File: config.mk
export PLATFORM = sky130hd
export DESIGN_NAME = hpdcache_mem_write_flit_packer
export DESIGN_NICKNAME = d
export VERILOG_FILES = /design/src/rtl/hpdcache_mem_write_flit_packer_pkg.sv /design/src/rtl/hpdcache_fifo_reg.sv /design/src/rtl/hpdcache_mem_write_flit_packer.sv
export SDC_FILE = /design/constraint.sdc
export NUM_CORES = 1
export LEC_CHECK = 0
export CORE_AREA = 3 3 98 100
export CTS_CLUSTER_SIZE = 30
export DETAILED_ROUTE_END_ITERATION = 10
export DIE_AREA = 0 0 101 103
export PLACE_DENSITY = 0.76
export SYNTH_ARGS = -nofsm -noshare
export SYNTH_HDL_FRONTEND = slang
export SYNTH_SLANG_ARGS = --single-unit
export TNS_END_PERCENT = 10
File: constraint.sdc
create_clock -name clk_i -period 2.34 [get_ports clk_i]
set_input_delay 0.468 -clock clk_i [delete_from_list [all_inputs] [get_ports clk_i]]
set_output_delay 0.468 -clock clk_i [all_outputs]
set_load 0.01 [all_outputs]
File: src/rtl/hpdcache_mem_write_flit_packer_pkg.sv
// hpdcache_mem_write_flit_packer_pkg: memory write request/data types and flit packer enums.
package hpdcache_mem_write_flit_packer_pkg;

    typedef struct packed {
        logic [31:0] mem_req_addr;
        logic [7:0]  mem_req_len;
        logic [3:0]  mem_req_id;
    } hpdcache_mem_req_t;

    typedef struct packed {
        logic [31:0] mem_req_w_data;
        logic [3:0]  mem_req_w_be;
        logic        mem_req_w_last;
    } hpdcache_mem_req_w_t;

    localparam int unsigned HPDCACHE_MEM_REQ_W   = $bits(hpdcache_mem_req_t);
    localparam int unsigned HPDCACHE_MEM_REQ_W_W = $bits(hpdcache_mem_req_w_t);
    localparam int unsigned HPDCACHE_FLIT_W      = (HPDCACHE_MEM_REQ_W > HPDCACHE_MEM_REQ_W_W) ?
                                                   HPDCACHE_MEM_REQ_W : HPDCACHE_MEM_REQ_W_W;

    typedef enum logic [1:0] {
        HEAD = 2'd0,
        BODY = 2'd1,
        TAIL = 2'd2
    } hpdcache_flit_kind_e;

    typedef enum logic {
        IDLE = 1'b0,
        DATA = 1'b1
    } hpdcache_flit_fsm_e;

    function automatic logic [7:0] req_len(input hpdcache_mem_req_t r);
        return r.mem_req_len;
    endfunction

    function automatic logic w_last(input hpdcache_mem_req_w_t w);
        return w.mem_req_w_last;
    endfunction

endpackage

File: src/rtl/hpdcache_fifo_reg.sv
// hpdcache_fifo_reg: small register FIFO; a write is accepted when full if a read drains the same cycle.
module hpdcache_fifo_reg
    import hpdcache_mem_write_flit_packer_pkg::*;
#(
    parameter int unsigned FIFO_DEPTH  = 1,
    parameter bit          FEEDTHROUGH = 1'b0,
    parameter type         fifo_data_t = logic
)(
    input  logic       clk_i,
    input  logic       rst_i,
    input  logic       w_i,
    output logic       wok_o,
    input  fifo_data_t wdata_i,
    input  logic       r_i,
    output logic       rok_o,
    output fifo_data_t rdata_o
);
    localparam int unsigned PW = (FIFO_DEPTH > 1) ? $clog2(FIFO_DEPTH) : 1;

    fifo_data_t    mem_q [FIFO_DEPTH];
    logic [PW-1:0] wptr_q, rptr_q;
    logic [PW:0]   cnt_q;
    logic          empty, full, ft, do_r, do_w, push, pop;

    function automatic logic [PW-1:0] nxt(input logic [PW-1:0] p);
        return (p == PW'(FIFO_DEPTH - 1)) ? '0 : p + PW'(1);
    endfunction

    assign empty   = (cnt_q == '0);
    assign full    = (cnt_q == (PW+1)'(FIFO_DEPTH));
    assign ft      = FEEDTHROUGH && empty;
    assign wok_o   = !full;
    assign rok_o   = ft ? w_i : !empty;
    assign rdata_o = ft ? wdata_i : mem_q[rptr_q];
    assign do_r    = r_i & rok_o;
    assign do_w    = w_i & (!full | r_i);
    assign push    = do_w & !(ft & do_r);
    assign pop     = do_r & !ft;

    always_ff @(posedge clk_i or posedge rst_i) begin
        if (rst_i) begin
            for (int i = 0; i < FIFO_DEPTH; i++) mem_q[i] <= '0;
            wptr_q <= '0;
            rptr_q <= '0;
            cnt_q  <= '0;
        end else begin
            if (push) begin
                mem_q[wptr_q] <= wdata_i;
                wptr_q        <= nxt(wptr_q);
            end
            if (pop) rptr_q <= nxt(rptr_q);
            cnt_q <= cnt_q + (PW+1)'(push) - (PW+1)'(pop);
        end
    end
endmodule

File: src/rtl/hpdcache_mem_write_flit_packer.sv
// hpdcache_mem_write_flit_packer: serializes a write request and its data beats into HEAD/BODY/TAIL flits.
module hpdcache_mem_write_flit_packer
    import hpdcache_mem_write_flit_packer_pkg::*;
#(
    parameter int unsigned FLIT_W = HPDCACHE_FLIT_W
)(
    input  logic                            clk_i,
    input  logic                            rst_i,
    input  logic                            req_valid_i,
    output logic                            req_ready_o,
    input  logic [HPDCACHE_MEM_REQ_W-1:0]   req_i,
    input  logic                            data_valid_i,
    output logic                            data_ready_o,
    input  logic [HPDCACHE_MEM_REQ_W_W-1:0] data_i,
    output logic                            flit_valid_o,
    input  logic                            flit_ready_i,
    output logic [1:0]                      flit_kind_o,
    output logic [FLIT_W-1:0]               flit_o,
    output logic                            err_len_o,
    output logic                            busy_o
);
    hpdcache_flit_fsm_e state_q;
    logic [8:0]         cnt_q, exp_q;
    logic               err_q;
    logic               slot_wok, slot_w, slot_free, req_hs, data_hs, data_last;
    logic [FLIT_W+1:0]  slot_wdata, slot_rdata;

    assign slot_free    = slot_wok | flit_ready_i;
    assign req_ready_o  = (state_q == IDLE) & slot_free;
    assign data_ready_o = (state_q == DATA) & slot_free;
    assign req_hs       = req_valid_i & req_ready_o;
    assign data_hs      = data_valid_i & data_ready_o;
    assign data_last    = w_last(data_i);
    assign slot_w       = req_hs | data_hs;
    assign slot_wdata   = req_hs ? {HEAD, FLIT_W'(req_i)} : {data_last ? TAIL : BODY, FLIT_W'(data_i)};
    assign flit_kind_o  = slot_rdata[FLIT_W+1:FLIT_W];
    assign flit_o       = slot_rdata[FLIT_W-1:0];
    assign err_len_o    = err_q;
    assign busy_o       = (state_q != IDLE) | flit_valid_o;

    // Overrun is flagged at the first extra beat only; a short packet is flagged at its tail.
    always_ff @(posedge clk_i or posedge rst_i) begin
        if (rst_i) begin
            state_q <= IDLE;
            cnt_q   <= '0;
            exp_q   <= '0;
            err_q   <= 1'b0;
        end else begin
            err_q <= data_hs & ((cnt_q == exp_q) | (data_last & (cnt_q < exp_q - 9'd1)));
            if (req_hs) begin
                state_q <= DATA;
                exp_q   <= {1'b0, req_len(req_i)} + 9'd1;
                cnt_q   <= '0;
            end
            if (data_hs) begin
                cnt_q <= (cnt_q == 9'd511) ? cnt_q : cnt_q + 9'd1;
                if (data_last) state_q <= IDLE;
            end
        end
    end

    hpdcache_fifo_reg #(
        .FIFO_DEPTH  (1),
        .FEEDTHROUGH (1'b0),
        .fifo_data_t (logic [FLIT_W+1:0])
    ) i_slot (
        .clk_i   (clk_i),
        .rst_i   (rst_i),
        .w_i     (slot_w),
        .wok_o   (slot_wok),
        .wdata_i (slot_wdata),
        .r_i     (flit_ready_i),
        .rok_o   (flit_valid_o),
        .rdata_o (slot_rdata)
    );
endmodule

; Word level (Yosys, flattened, before mapping)
; Cells that the tools add are included.
[totals]
regBits = 70
input_bits = 86
output_inout_bits = 51
word_cells = 55
[op_classes]
add_sub_neg = 7
n_lt_le_gt_ge = 4
eq_ne = 4
mux = 13
bitwise_logic = 13
reduce_logical = 6
[ops]
columns = operator, count
row1 = 46-bit 2-to-1 mux, 3
row2 = 46-bit bitwise mux, 1
row3 = 9-bit 2-to-1 mux, 3
row4 = 8-bit by 1-bit adder with 9-bit output (second input constant), 1
row5 = 9-bit by 1-bit adder with 9-bit output (second input constant), 1
row6 = 9-bit equality test, 1
row7 = 9-bit equality test (second input constant), 1
row8 = 9-bit less-than comparator, 1
row9 = 9-bit by 1-bit subtractor with 9-bit output (second input constant), 1
row10 = 1-bit AND, 8
row11 = 1-bit 2-to-1 mux, 5
row12 = 1-bit bitwise OR, 4
row13 = 1-bit adder (second input constant), 2
row14 = 2-bit by 1-bit adder with 2-bit output, 1
row15 = 2-bit by 1-bit equality test with 1-bit output (second input constant), 1
row16 = 1-bit zero test, 2
row17 = 2-bit zero test, 1
row18 = 1-bit less-than comparator (second input constant), 2
row19 = 2-bit 2-to-1 mux, 1
row20 = 2-bit != test (second input constant), 1
row21 = 2-bit AND reduction, 1
row22 = 2-bit nonzero test, 1
row23 = 2-bit by 1-bit subtractor with 2-bit output, 1
row24 = 1-bit greater-or-equal comparator (second input constant), 1
row25 = 2 further kinds, 2

; Longest topological paths before layout
[logic_depth]
depth_word = 9
mapped_depth = 10
ltp_nobuf = 10

; By module
; Synthesis repeated with hierarchy kept, for this count alone.
[unflattened]
cells_unflattened = 552
area_unflattened_um2 = 4988.5
[by_module_without_submodules]
columns = mod, n_inst, cells_each, area_per_inst_um2, seq_area_each_um2
row1 = hpdcache_fifo_reg, 1, 273, 3011.6, 1201.2
row2 = hpdcache_mem_write_flit_packer, 1, 279, 1976.9, 500.5

; Worst setup path after synthesis
; No wires, ideal clock.
[synth_timing]
path_type = reg2reg
startpoint = register exp_q[2]
endpoint = register err_q, in the netlist err_len_o
setup_ns = 0.110
arrival_time_ns = 2.243
required_time_ns = 2.230
path_slack_ns = -0.014
stages_incl_launch_ff = 9
path_buffers = 0
period_less_slack_ns = 2.354
cell_sequence = dfrtp_1 -> or4_1 -> nor4_1 -> xnor2_1 -> ha_1 -> nand4_1 -> a21oi_1 -> or4_1 -> o41ai_1
[synth_via]
elab_chain_cells = 5
word_cells_on_any_way = 6
classes_between = add/sub: 1 / order compare: 1 / eq/ne: 1 / bitwise: 3
[synth_rtl]
columns = element, line_no
row1 = "start, declared", hpdcache_mem_write_flit_packer.sv:23  ; logic [8:0] cnt_q, exp_q;
row2 = "start signal, assigned", hpdcache_mem_write_flit_packer.sv:52  ; exp_q <= {1'b0, req_len(req_i)} + 9'd1;
row3 = 9-bit by 1-bit subtractor with 9-bit output, hpdcache_mem_write_flit_packer.sv:49  ; err_q <= data_hs & ((cnt_q == exp_q) | (data_last & (cnt_q < exp_q - 9'd1)));
row4 = 9-bit less-than comparator, hpdcache_mem_write_flit_packer.sv:49
row5 = 1-bit AND, hpdcache_mem_write_flit_packer.sv:49
row6 = 1-bit bitwise OR (*), hpdcache_mem_write_flit_packer.sv:49
row7 = 1-bit AND (*), hpdcache_mem_write_flit_packer.sv:49
row8 = "end signal, assigned", hpdcache_mem_write_flit_packer.sv:49
row9 = "end, declared", hpdcache_mem_write_flit_packer.sv:24  ; logic err_q;
; Mark *: on every way between the ends. The rest lies on a longest branch, timed or not.
; A chain may end at the register's enable or synchronous reset.

; Worst setup path in the final report
[layout_timing]
startpoint = register exp_q[5]
endpoint = register err_q, in the netlist err_len_o
; Same word-level chain as after synthesis.

==> impl_metrics.toml <==
[yosys]
syn_nets = 478
async_flop_share = 1.00
syn_inst = 377
ys_seq_area_frac = 0.489
yosysWarnings = 0
synth-seq-cells = 68
ys_types = 39
synth_top_area_share = 0.489
synth_top_cells_by_area = "dfrtp_1 (49%), nand2_1 (8.3%), nor2_1 (6.0%)"
synth_area_per_cell_um2 = 9.23
synth_ff_type = "dfrtp_1"
synth_area_um2 = 3480
yosysMostFrequentCell = "nand2_1"
synth-edff-count = 0
synth_top_area_cell = "dfrtp_1"
synth.top_cells.by_count = "nand2_1 (77), dfrtp_1 (68), nor2_1 (56), a31oi_1 (29)"

[floorplanning]
dieHeight_um = 103
num_rows = 34
die_w_um = 101
core-area_um2 = 8760
ios = 137
initial_core_util = 0.397
fp.dieArea_um2 = 10400

[timing]
max_freq_ghz = 0.420
tightest_slew_ns = 0.420
finalCritPeriodShare = 1.02
finalSetupViolations = 1
maxSlewHeadroom = 0.720
rsz0062_at_grt = "true"
final.min_clock_period_ns = 2.38
hold_violations = 0
skew_ns = 0.0131
slew_viol_final = 0
timing.final.ws_setup_ns = -0.0398

[status]
violations = "setup timing"
status = "finished with violations"

[drt]
dr.pass1.iters = 4
drc = 0
vias = 3242
drt_iter0_markers = 82
ant_nets = 0
wl_per_cell_um = 15.4
drt_wl_total_um = 9830
viasPerCell = 5.09

[setup_path]
arrival_ns = 2.60
endpoint_kind = "flip-flop"
crit_type = "flip-flop to flip-flop"
worst_setup_path_start_kind = "flip-flop"
required_ns = 2.56
cp_max_fo = 3

[global_routing]
antenna_found_initial = 0
grt_pass1_wl_um = 15600
grt_pass1_vias = 3181
grt_max_degree = 70
grt-ovfl-total = 0
grt_usage = 0.189

[placed_design]
routabilityCongestion = 0.846
place_ws_ns = -0.0348
dp_hpwl_um = 7260
io_buffers = 136

[pwr]
vdd_drop_max_v = 0.000592
p_leak_nw = 2.31
total_power_mw = 6.39
powerDensity_nw_per_um2 = 1200

[clock_tree]
hold_buffers = 0
max-clock-path-buffers = 2
cts_root_buf = "clkbuf_8"
cts_made_buffers = 9
cts.clk_slew.worst_paths_ns = 0.08
clkLatencyLatePin_ns = 0.34
cts_max_level = 3
tritoncts = "yes"
clock-sinks = 68

[finish]
antenna_cells = 0
num-fill-cells = 739
fin_nets = 625
syn2layout_area_growth_pct = 53.2
drive_above_1_share = 0.100

[flow_run]
maxCapViolCount = 0

[min_path]
hold_class = "input port to asynchronous set/reset pin"
[cell usage in the layout (no fill, tap or decap), drive strengths merged, types with 10 or more instances in the layout]
master and count:
dfrtp 68, nor2 58, nand2 78, ha 15, xor2 12, xnor2 15, a31oi 29, buf 19
clkbuf 10, clkdlybuf4s50 136
[power breakdown]
part / switching [mW] / total, mW / leakage [nW] / internal (mW)
combinational: 1.51 / 3.22 / 1.38 / 1.72
clock: 0.456 / 1.09 / 0.113 / 0.629
sequential: 0.369 / 2.08 / 0.819 / 1.71
total: 2.33 / 6.39 / 2.31 / 4.06
[state kept, by name, indices dropped and copies added, names as in the netlist]
register / count
cnt_q: 9
err_len_o: 1
exp_q: 9
i_slot.cnt_q: 2
i_slot.mem_q: 46
state_q: 1
[metal layers]
layer  part of all wire  wire (um)  GRT usage
met5                  0          0          0
met4              0.033        326     0.0890
met3              0.049        485     0.0399
met2               0.51       4970      0.306
met1               0.41       4050      0.242
[metrics by stage]
step / std cells / TNS [ns] / utilization / instance area [um2] / hold slack (ns)
CTS: 635 / -0.0455 / 0.602 / 5280 / 0.437
floorplan: 377 / 0 / - / 3490 / 0.505
global placement: 619 / 0 / 0.576 / 5050 / 0.453
global route: 637 / -0.121 / 0.608 / 5330 / 0.461
finish: 637 / -0.0398 / 0.608 / 5330 / 0.438
detailed placement: 619 / -0.0348 / 0.576 / 5050 / 0.462
[cell type report]
cell class | instances | area, um2 | area share
Inverter | 8 | 30.0 | 0.00564
Clock inverter | 6 | 86.3 | 0.0162
Sequential cell | 68 | 1700 | 0.320
Multi-Input combinational cell | 282 | 1680 | 0.316
Clock buffer | 10 | 138 | 0.0258
Timing Repair Buffer | 155 | 1550 | 0.292
Tap cell | 108 | 135 | 0.0254
[logic make-up after synthesis]
| logic type | count (synthesis) | share of synthesized area |
|---|---|---|
| AND/OR/NAND/NOR | 170 | 0.215 |
| AO/OA/AOI/OAI | 69 | 0.128 |
| flip-flops | 68 | 0.489 |
| XOR/XNOR | 27 | 0.0680 |
| buffers and inverters | 27 | 0.0428 |
| adder cells (fa/ha/maj) | 15 | 0.0540 |
| multiplexers | 1 | 0.00324 |
[what timing repair did]
action	4_1_cts	5_1_grt
gates resized for setup	2	7
setup endpoints to repair	1	1
buffers inserted	0	2
pin swaps	0	3
[path summary, 6_finish.rpt]
check                           startpoint               end  slack, ns  cells after the start
min                                  rst_i  i_slot.mem_q[24]       0.44                      2
max                               exp_q[5]         err_len_o      -0.04                      8
max reg2reg                       exp_q[5]         err_len_o      -0.04                      8
min in group clk_i         i_slot.mem_q[4]   i_slot.mem_q[4]       0.48                      2
max in group asynchronous            rst_i          exp_q[1]       1.27                      3
min reg2reg                i_slot.mem_q[4]   i_slot.mem_q[4]       0.48                      2
[worst max-delay path: stages (launching register included)]
cell	delay (ns)
dfrtp_1	0.38
or4_4	0.59
nor4_4	0.16
xnor2_1	0.15
ha_1	0.28
nand4_1	0.13
a21oi_2	0.04
or4_1	0.49
o41ai_2	0.07
No activity file was read; power rests on OpenSTA's default activity.
